## src/rtl/mux4_sel_arbiter_if.sv

```systemverilog
// mux4_sel_arbiter_if: request/grant and mux-select bundle between requesters and the arbiter
interface mux4_sel_arbiter_if;
  logic [3:0] req;
  logic       done;
  logic [3:0] gnt;
  logic       s0;
  logic       s1;
  logic       busy;
  logic       tmo;
  modport master (output req, done, input gnt, s0, s1, busy, tmo);
  modport slave (input req, done, output gnt, s0, s1, busy, tmo);
endinterface

```

## src/rtl/mux4_sel_arbiter.sv

```systemverilog
// mux4_sel_arbiter: round-robin 4-channel arbiter with hold timeout driving a 4:1 mux select
module mux4_sel_arbiter #(
  parameter int CNT_W    = 8,
  parameter int HOLD_MAX = 16
) (
  input logic               clk,
  input logic               rst,
  mux4_sel_arbiter_if.slave bus
);
  typedef enum logic {IDLE, GRANT} state_t;
  state_t state, state_n;
  logic [1:0] last, last_n, own, own_n, sel, sel_n, w;
  logic [CNT_W-1:0] cnt, cnt_n;
  logic [3:0] gnt, gnt_n;
  logic busy, busy_n, tmo, tmo_n, rel_own, rel_to;
  assign bus.gnt  = gnt;
  assign bus.s0   = sel[0];
  assign bus.s1   = sel[1];
  assign bus.busy = busy;
  assign bus.tmo  = tmo;
  // next owner: first requester after last, scanned descending so the nearest one wins
  always_comb begin
    w = last;
    for (int k = 4; k >= 1; k--) if (bus.req[last + 2'(k)]) w = last + 2'(k);
  end
  assign rel_own = bus.done | ~bus.req[own];
  assign rel_to  = (HOLD_MAX != 0) && (cnt == CNT_W'(HOLD_MAX - 1));
  // next-state and registered-output values; owner release wins over timeout
  always_comb begin
    state_n = state;
    last_n  = last;
    own_n   = own;
    sel_n   = sel;
    cnt_n   = cnt;
    gnt_n   = gnt;
    busy_n  = busy;
    tmo_n   = 1'b0;
    if (state == IDLE) begin
      if (|bus.req) begin
        state_n = GRANT;
        own_n   = w;
        sel_n   = w;
        cnt_n   = '0;
        gnt_n   = 4'b0001 << w;
        busy_n  = 1'b1;
      end
    end else begin
      cnt_n = &cnt ? cnt : cnt + 1'b1;
      if (rel_own || rel_to) begin
        state_n = IDLE;
        last_n  = own;
        gnt_n   = '0;
        busy_n  = 1'b0;
        tmo_n   = ~rel_own;
      end
    end
  end
  // state and output registers, cleared asynchronously with channel 0 next in line
  always_ff @(posedge clk or posedge rst) begin
    if (rst) begin
      state <= IDLE;
      last  <= 2'd3;
      own   <= 2'd0;
      sel   <= 2'd0;
      cnt   <= '0;
      gnt   <= '0;
      busy  <= 1'b0;
      tmo   <= 1'b0;
    end else begin
      state <= state_n;
      last  <= last_n;
      own   <= own_n;
      sel   <= sel_n;
      cnt   <= cnt_n;
      gnt   <= gnt_n;
      busy  <= busy_n;
      tmo   <= tmo_n;
    end
  end
endmodule
```

## src/flat_wrapper.sv

```systemverilog
// flat-port wrapper written by rule: the top's interface ports become plain ports
module mux4_sel_arbiter_flat 
#(
  parameter int CNT_W    = 8,
  parameter int HOLD_MAX = 16
)
  (clk, rst, bus_req, bus_done, bus_gnt, bus_s0, bus_s1, bus_busy, bus_tmo);
  mux4_sel_arbiter_if bus_i ();
  input logic clk;
  input logic rst;
  input wire logic [$bits(bus_i.req)-1:0] bus_req;
  input wire logic [$bits(bus_i.done)-1:0] bus_done;
  output wire logic [$bits(bus_i.gnt)-1:0] bus_gnt;
  output wire logic [$bits(bus_i.s0)-1:0] bus_s0;
  output wire logic [$bits(bus_i.s1)-1:0] bus_s1;
  output wire logic [$bits(bus_i.busy)-1:0] bus_busy;
  output wire logic [$bits(bus_i.tmo)-1:0] bus_tmo;
  assign bus_i.req = bus_req;
  assign bus_i.done = bus_done;
  assign bus_gnt = bus_i.gnt;
  assign bus_s0 = bus_i.s0;
  assign bus_s1 = bus_i.s1;
  assign bus_busy = bus_i.busy;
  assign bus_tmo = bus_i.tmo;
  mux4_sel_arbiter #(.CNT_W(CNT_W), .HOLD_MAX(HOLD_MAX)) u_core (.clk(clk), .rst(rst), .bus(bus_i));
endmodule
```

## config.mk

```make
export PLATFORM = sky130hd
export DESIGN_NAME = mux4_sel_arbiter_flat
export DESIGN_NICKNAME = d
export VERILOG_FILES = /design/src/rtl/mux4_sel_arbiter_if.sv /design/src/rtl/mux4_sel_arbiter.sv /design/src/flat_wrapper.sv
export SDC_FILE = /design/constraint.sdc
export NUM_CORES = 1
export LEC_CHECK = 0
export ABC_AREA = 1
export CAP_MARGIN = 20
export CORE_MARGIN = 3
export CORE_UTILIZATION = 38
export CTS_CLUSTER_DIAMETER = 120
export CTS_CLUSTER_SIZE = 8
export DETAILED_ROUTE_END_ITERATION = 10
export GPL_TIMING_DRIVEN = 0
export PLACE_DENSITY_LB_ADDON = 0.12
export SLEW_MARGIN = 40
export SYNTH_ARGS = -nofsm -noshare
export SYNTH_HDL_FRONTEND = slang
export SYNTH_SLANG_ARGS = --single-unit
```

## constraint.sdc

```tcl
create_clock -name clk -period 1.72 [get_ports clk]
set_input_delay 0.344 -clock clk [delete_from_list [all_inputs] [get_ports clk]]
set_output_delay 0.344 -clock clk [all_outputs]
set_load 0.02 [all_outputs]
```

# Yosys cells after proc, flatten, opt, wreduce, memory -nomap -nowiden
# Cells that the tools add are included.
dict set report op_classes {
  addsub 4
  n_lt_le_gt_ge 4
  eq_ne 3
  n_shift 1
  muxes 25
  n_bitwise 4
  reduce_logical 8
}
# cell n
set ops {}
lappend ops {{2-to-1 mux 8 bit} 3}
lappend ops {{< comparator 2 x 3 -> 1 bit (second input constant)} 4}
lappend ops {{2-to-1 mux 1 bit} 12}
lappend ops {{2-to-1 mux 4 bit} 3}
lappend ops {{adder 8 x 1 -> 8 bit (second input constant)} 1}
lappend ops {{binary-select mux 1 bit (select 2 bit)} 4}
lappend ops {{== test 8 x 4 -> 1 bit (second input constant)} 1}
lappend ops {{AND reduction 2 bit} 4}
lappend ops {{AND reduction 8 bit} 1}
lappend ops {{2-to-1 mux 2 bit} 3}
lappend ops {{adder 2 bit (second input constant)} 2}
lappend ops {{!= test 2 bit (second input constant)} 2}
lappend ops {{OR reduction 4 bit} 1}
lappend ops {{<< shifter 1 x 2 -> 4 bit (first input constant)} 1}
lappend ops {{NOT 1 bit} 3}
lappend ops {{adder 2 x 1 -> 2 bit (second input constant)} 1}
lappend ops {{nonzero test 2 bit} 1}
lappend ops {{logical OR 1 bit} 1}
lappend ops {{OR 1 bit} 1}
dict set report totals {
  regBits 19
  input_bits 7
  output_inout_bits 8
  wordCells 56
}

# Longest topological paths before layout
dict set report depth {
  depth_word 9
  depth_mapped 12
  ltp_nobuf 11
}

# Worst setup path before layout
# OpenSTA, ideal clock, no wires.
dict set report synth_timing {
  path_kind {reg2reg}
  from {reg u_core.last[0]}
  to {reg u_core.gnt[2] (netlist: u_core.bus.gnt[2])}
  setup_time_ns 0.117
  arrival_ns 1.252
  t_required_ns 1.603
  path_slack_ns 0.351
  path_stages_with_launch 13
  path_buffers 1
  period_less_slack_ns 1.369
  cell_sequence {dfstp_2 buf_6 inv_4 nand2_1 nand2_1 nand2_1 nand2_1 nand2_1 nand2_1 nand2_1 nand2_1 nand3_1 nand2_1}
}
dict set report synth_via {
  elab_chain_len 9
  elab_cells_between_ends 15
  cone_classes {add/sub: 3; shift: 1; mux: 11}
}
# item line
set synth_lines {}
lappend synth_lines {{from (decl)} mux4_sel_arbiter.sv:12} ;# logic [1:0] last, last_n, own, own_n, sel, sel_n, w;
lappend synth_lines {{from (signal assigned)} mux4_sel_arbiter.sv:71} ;# last <= last_n;
lappend synth_lines {{adder 2 bit} mux4_sel_arbiter.sv:24} ;# for (int k = 4; k >= 1; k--) if (bus.req[last + 2'(k)]) w = last + 2'(k);
lappend synth_lines {{binary-select mux 1 bit (select 2 bit)} mux4_sel_arbiter.sv:24}
lappend synth_lines {{2-to-1 mux 1 bit (implied by the code)} mux4_sel_arbiter.sv:24}
lappend synth_lines {{2-to-1 mux 2 bit (2 in a row)} mux4_sel_arbiter.sv:24}
lappend synth_lines {{2-to-1 mux 2 bit *} mux4_sel_arbiter.sv:24}
lappend synth_lines {{<< shifter 1 x 2 -> 4 bit *} mux4_sel_arbiter.sv:44} ;# gnt_n = 4'b0001 << w;
lappend synth_lines {{2-to-1 mux 4 bit *} mux4_sel_arbiter.sv:39} ;# if (|bus.req) begin
lappend synth_lines {{2-to-1 mux 4 bit *} mux4_sel_arbiter.sv:38} ;# if (state == IDLE) begin
lappend synth_lines {{to (signal assigned)} mux4_sel_arbiter.sv:75} ;# gnt <= gnt_n;
lappend synth_lines {{to (decl)} mux4_sel_arbiter.sv:14} ;# logic [3:0] gnt, gnt_n;
# Mark *: on every way between the ends. The rest lies on a longest branch, timed or not. The select of a mux whose other input is x is not followed.
# A chain may end at the register's enable or synchronous reset.

==> qor.tcl <==
set qor(worstSetupStartpointType) {flip-flop}
set qor(path_clk_slew_ns) 0.11
set qor(avgRoutedWirePerCell_microns) 11.26
set qor(total_power_mw) 2.191
set qor(worst_ir_drop_vdd_mv) 1.028
set qor(drive_above_1_share) 0.1287
set qor(worstPathRequired_ns) 1.38
set qor(route.final.wire_length_microns) 2275
set qor(grt_pass1_vias) 951
set qor(timing.hold.worst.class) {in -> async}
set qor(boundaryPins) 15
set qor(synth-seq-area-share) 0.4259
set qor(net_count_synth) 161
set qor(tritonroute_pass_1_iters) 4
set qor(cell_chain_of_the_critical_path) {clkdlybuf4s50_1}
set qor(relSlewSlack) 0.5294
set qor(die-area_sq_um) 3642
set qor(detail-route-antenna-nets) 0
set qor(floorplan.initialDensity) 0.4035
set qor(yosys_register_bits) 19
set qor(final_cell_mix) {sky130_fd_sc_hd__nand2_1, sky130_fd_sc_hd__inv_1, sky130_fd_sc_hd__dfrtp_1}
set qor(synthesis.yosys.warnings) 0
set qor(grt_max_degree) 20
set qor(setup_viol_count_final) 0
set qor(finalClockSkew_ns) 0.003985
set qor(htreeDepth) 1
set qor(cts_tree) {built}
set qor(gpl.final_weighted_congestion) 0.8369
set qor(synthCells) 153
set qor(n_antenna_cell) 0
set qor(final_critical_path_setup_slack_ns) 0.1105
set qor(numPortBuffers) 14
set qor(first_pass_grt_wire_length_microns) 4050
set qor(grt_remaining_overflow) 0
set qor(mostFrequentLayoutCell) {sky130_fd_sc_hd__nand2_1}
set qor(critPathSlowestCell) {sky130_fd_sc_hd__clkdlybuf4s50_1}
set qor(achievable-frequency_mhz) 621.3
set qor(worstMarginPinSlew_ns) 0.7051
set qor(globalRouteTotalUtil) 0.1478
set qor(viasPerCell) 4.847
set qor(dpl.hpwl_microns) 1802
set qor(post_route_fraction_of_the_period_consumed_by_the_critical_path) 0.9358
set qor(critical-path-max-stage-delay_ns) 0.61
set qor(critPathBufInv) 1
set qor(post_synthesis_mean_instance_area_sq_um) 7.335
set qor(drt-initial-drc-count) 60
set qor(report.final.slew_viol_count) 0
set qor(cts-buffers-inserted) 3
set qor(chip_height_microns) 60.35
set qor(syn_area_sq_um) 1122
set qor(placeableCoreArea_sq_um) 2781
set qor(cellPowerDensity_nw_per_um2) 1647
set qor(areaGrowthSynthToFinish_pct) 18.51
set qor(clock_path_buffers) 2
set qor(setup_repair_after_global_routing_missed_its_margin) {no}
set qor(run_status) {complete, no violations}
set qor(wp_data_arrival_ns) 1.27
set qor(critical_path.top_delay_family) {buffers and inverters}
set qor(clock_period_minus_worst_slack_ns) 1.610
set qor(worstSetupEndpointType) {primary output}
set qor(hold_viol) 0
set qor(dp_worst_setup_slack_ns) -0.05617
set qor(floorplan.rows) 19
set qor(cts_root_buf) {sky130_fd_sc_hd__clkbuf_4}
set qor(critical_path.max_fanout) 3
set qor(yosys.cell_types.count) 25
set qor(vias_after_detailed_routing) 979
set qor(crit_type) {reg -> out}
set qor(post_cts.repair.setup_buffers) 0
set qor(drc_errors) 0
set qor(cap_viol_max_count) 0
set qor(clk-insertion-delay-late_ns) 0.28
set qor(static-leakage-power_nw) 0.6889
set qor(clkSinkCount) 19
set qor(die_width_microns) 60.35
set qor(final_net_count) 180
set qor(initial_antenna_violation_count) 0
==> synthesized netlist by cell type, drive strengths merged <==
library cell / number / area (sq um)
ha: 1 / 12.51
dfstp: 2 / 52.55
nor3: 3 / 20.02
nor2: 7 / 31.28
o22ai: 2 / 18.77
a21oi: 2 / 10.01
nand2: 57 / 226.5
nand3: 17 / 90.09
xor2: 1 / 8.760
o21ai: 11 / 66.32
xnor2: 1 / 8.760
nand4: 4 / 25.02
buf: 2 / 22.52
inv: 25 / 96.35
nand3b: 1 / 7.510
dfrtp: 17 / 425.4
==> sequential cells by signal (all words and copies together) (netlist names) <==
signal and count:
u_core.bus.gnt 4, u_core.last 2, u_core.own 2, u_core.bus.busy 1, u_core.bus.tmo 1, u_core.state 1
u_core.cnt 8
==> power by group <==
part           leakage (nW)  switching (mW)  internal [mW]
logic                 0.431           0.788          0.464
clock network        0.0150           0.128         0.0899
registers             0.243           0.116          0.605
==> logic make-up after synthesis <==
group,Yosys count,synth area share
flops,19,0.4259
compound gates,15,0.08473
simple gates,89,0.3568
fa+ha+maj,1,0.01115
buf+inv,27,0.1059
xor+xnor,2,0.01561
==> final cells by class <==
| class | count | area, sq um |
|---|---|---|
| Fill cell | 272 | 1451 |
| Multi-Input combinational cell | 107 | 525.5 |
| Sequential cell | 19 | 478.0 |
| Timing Repair Buffer | 14 | 142.6 |
| Inverter | 25 | 96.34 |
| Tap cell | 31 | 38.79 |
| Clock buffer | 4 | 26.28 |
| Buffer | 2 | 22.52 |
==> path summary, 6_finish.rpt <==
path,startpoint,to,slack [ns],depth (start not counted)
worst max-delay path,u_core.own[1]$_DFFE_PP0P_,bus_s1,0.11,1
worst min-delay path,rst,u_core.cnt[5]$_DFFE_PP0P_,0.46,2
worst max register to register,u_core.last[0]$_DFFE_PP1P_,u_core.bus.gnt[2]$_DFFE_PP0P_,0.17,12
worst min register to register,u_core.bus.busy$_DFFE_PP0P_,u_core.bus.busy$_DFFE_PP0P_,0.50,2
max in group asynchronous,rst,u_core.state$_DFF_PP0_,0.81,2
min in group clk,u_core.bus.busy$_DFFE_PP0P_,u_core.bus.busy$_DFFE_PP0P_,0.50,2
==> stage by stage <==
step                area, sq um   TNS, ns  utilization  instances  hold slack [ns]
global placement           1301  -0.04668       0.4678        198           0.4587
finish                     1330         0       0.4782        202           0.4606
floorplan                  1122         0            -        153           0.2937
global route               1330         0       0.4782        202           0.5076
detailed placement         1301   -0.1273       0.4678        198           0.4748
CTS                        1328         0       0.4773        202           0.4829
==> repair_timing <==
| action | in CTS | in global routing |
|---|---|---|
| endpoints found under the setup margin | 0 | 1 |
| endpoints found under the hold margin | 0 | 0 |
| hold buffers | 0 | 0 |
| gates resized for setup | 0 | 1 |
==> layer usage <==
layer,global-route usage,up-vias,share of wire
met4,0.04747,0,0.0070
met3,0.03404,2,0.031
met1,0.2056,448,0.51
li1,-,519,-
met2,0.2284,10,0.45
met5,0,-,0
(Power assumes the default switching activity.)
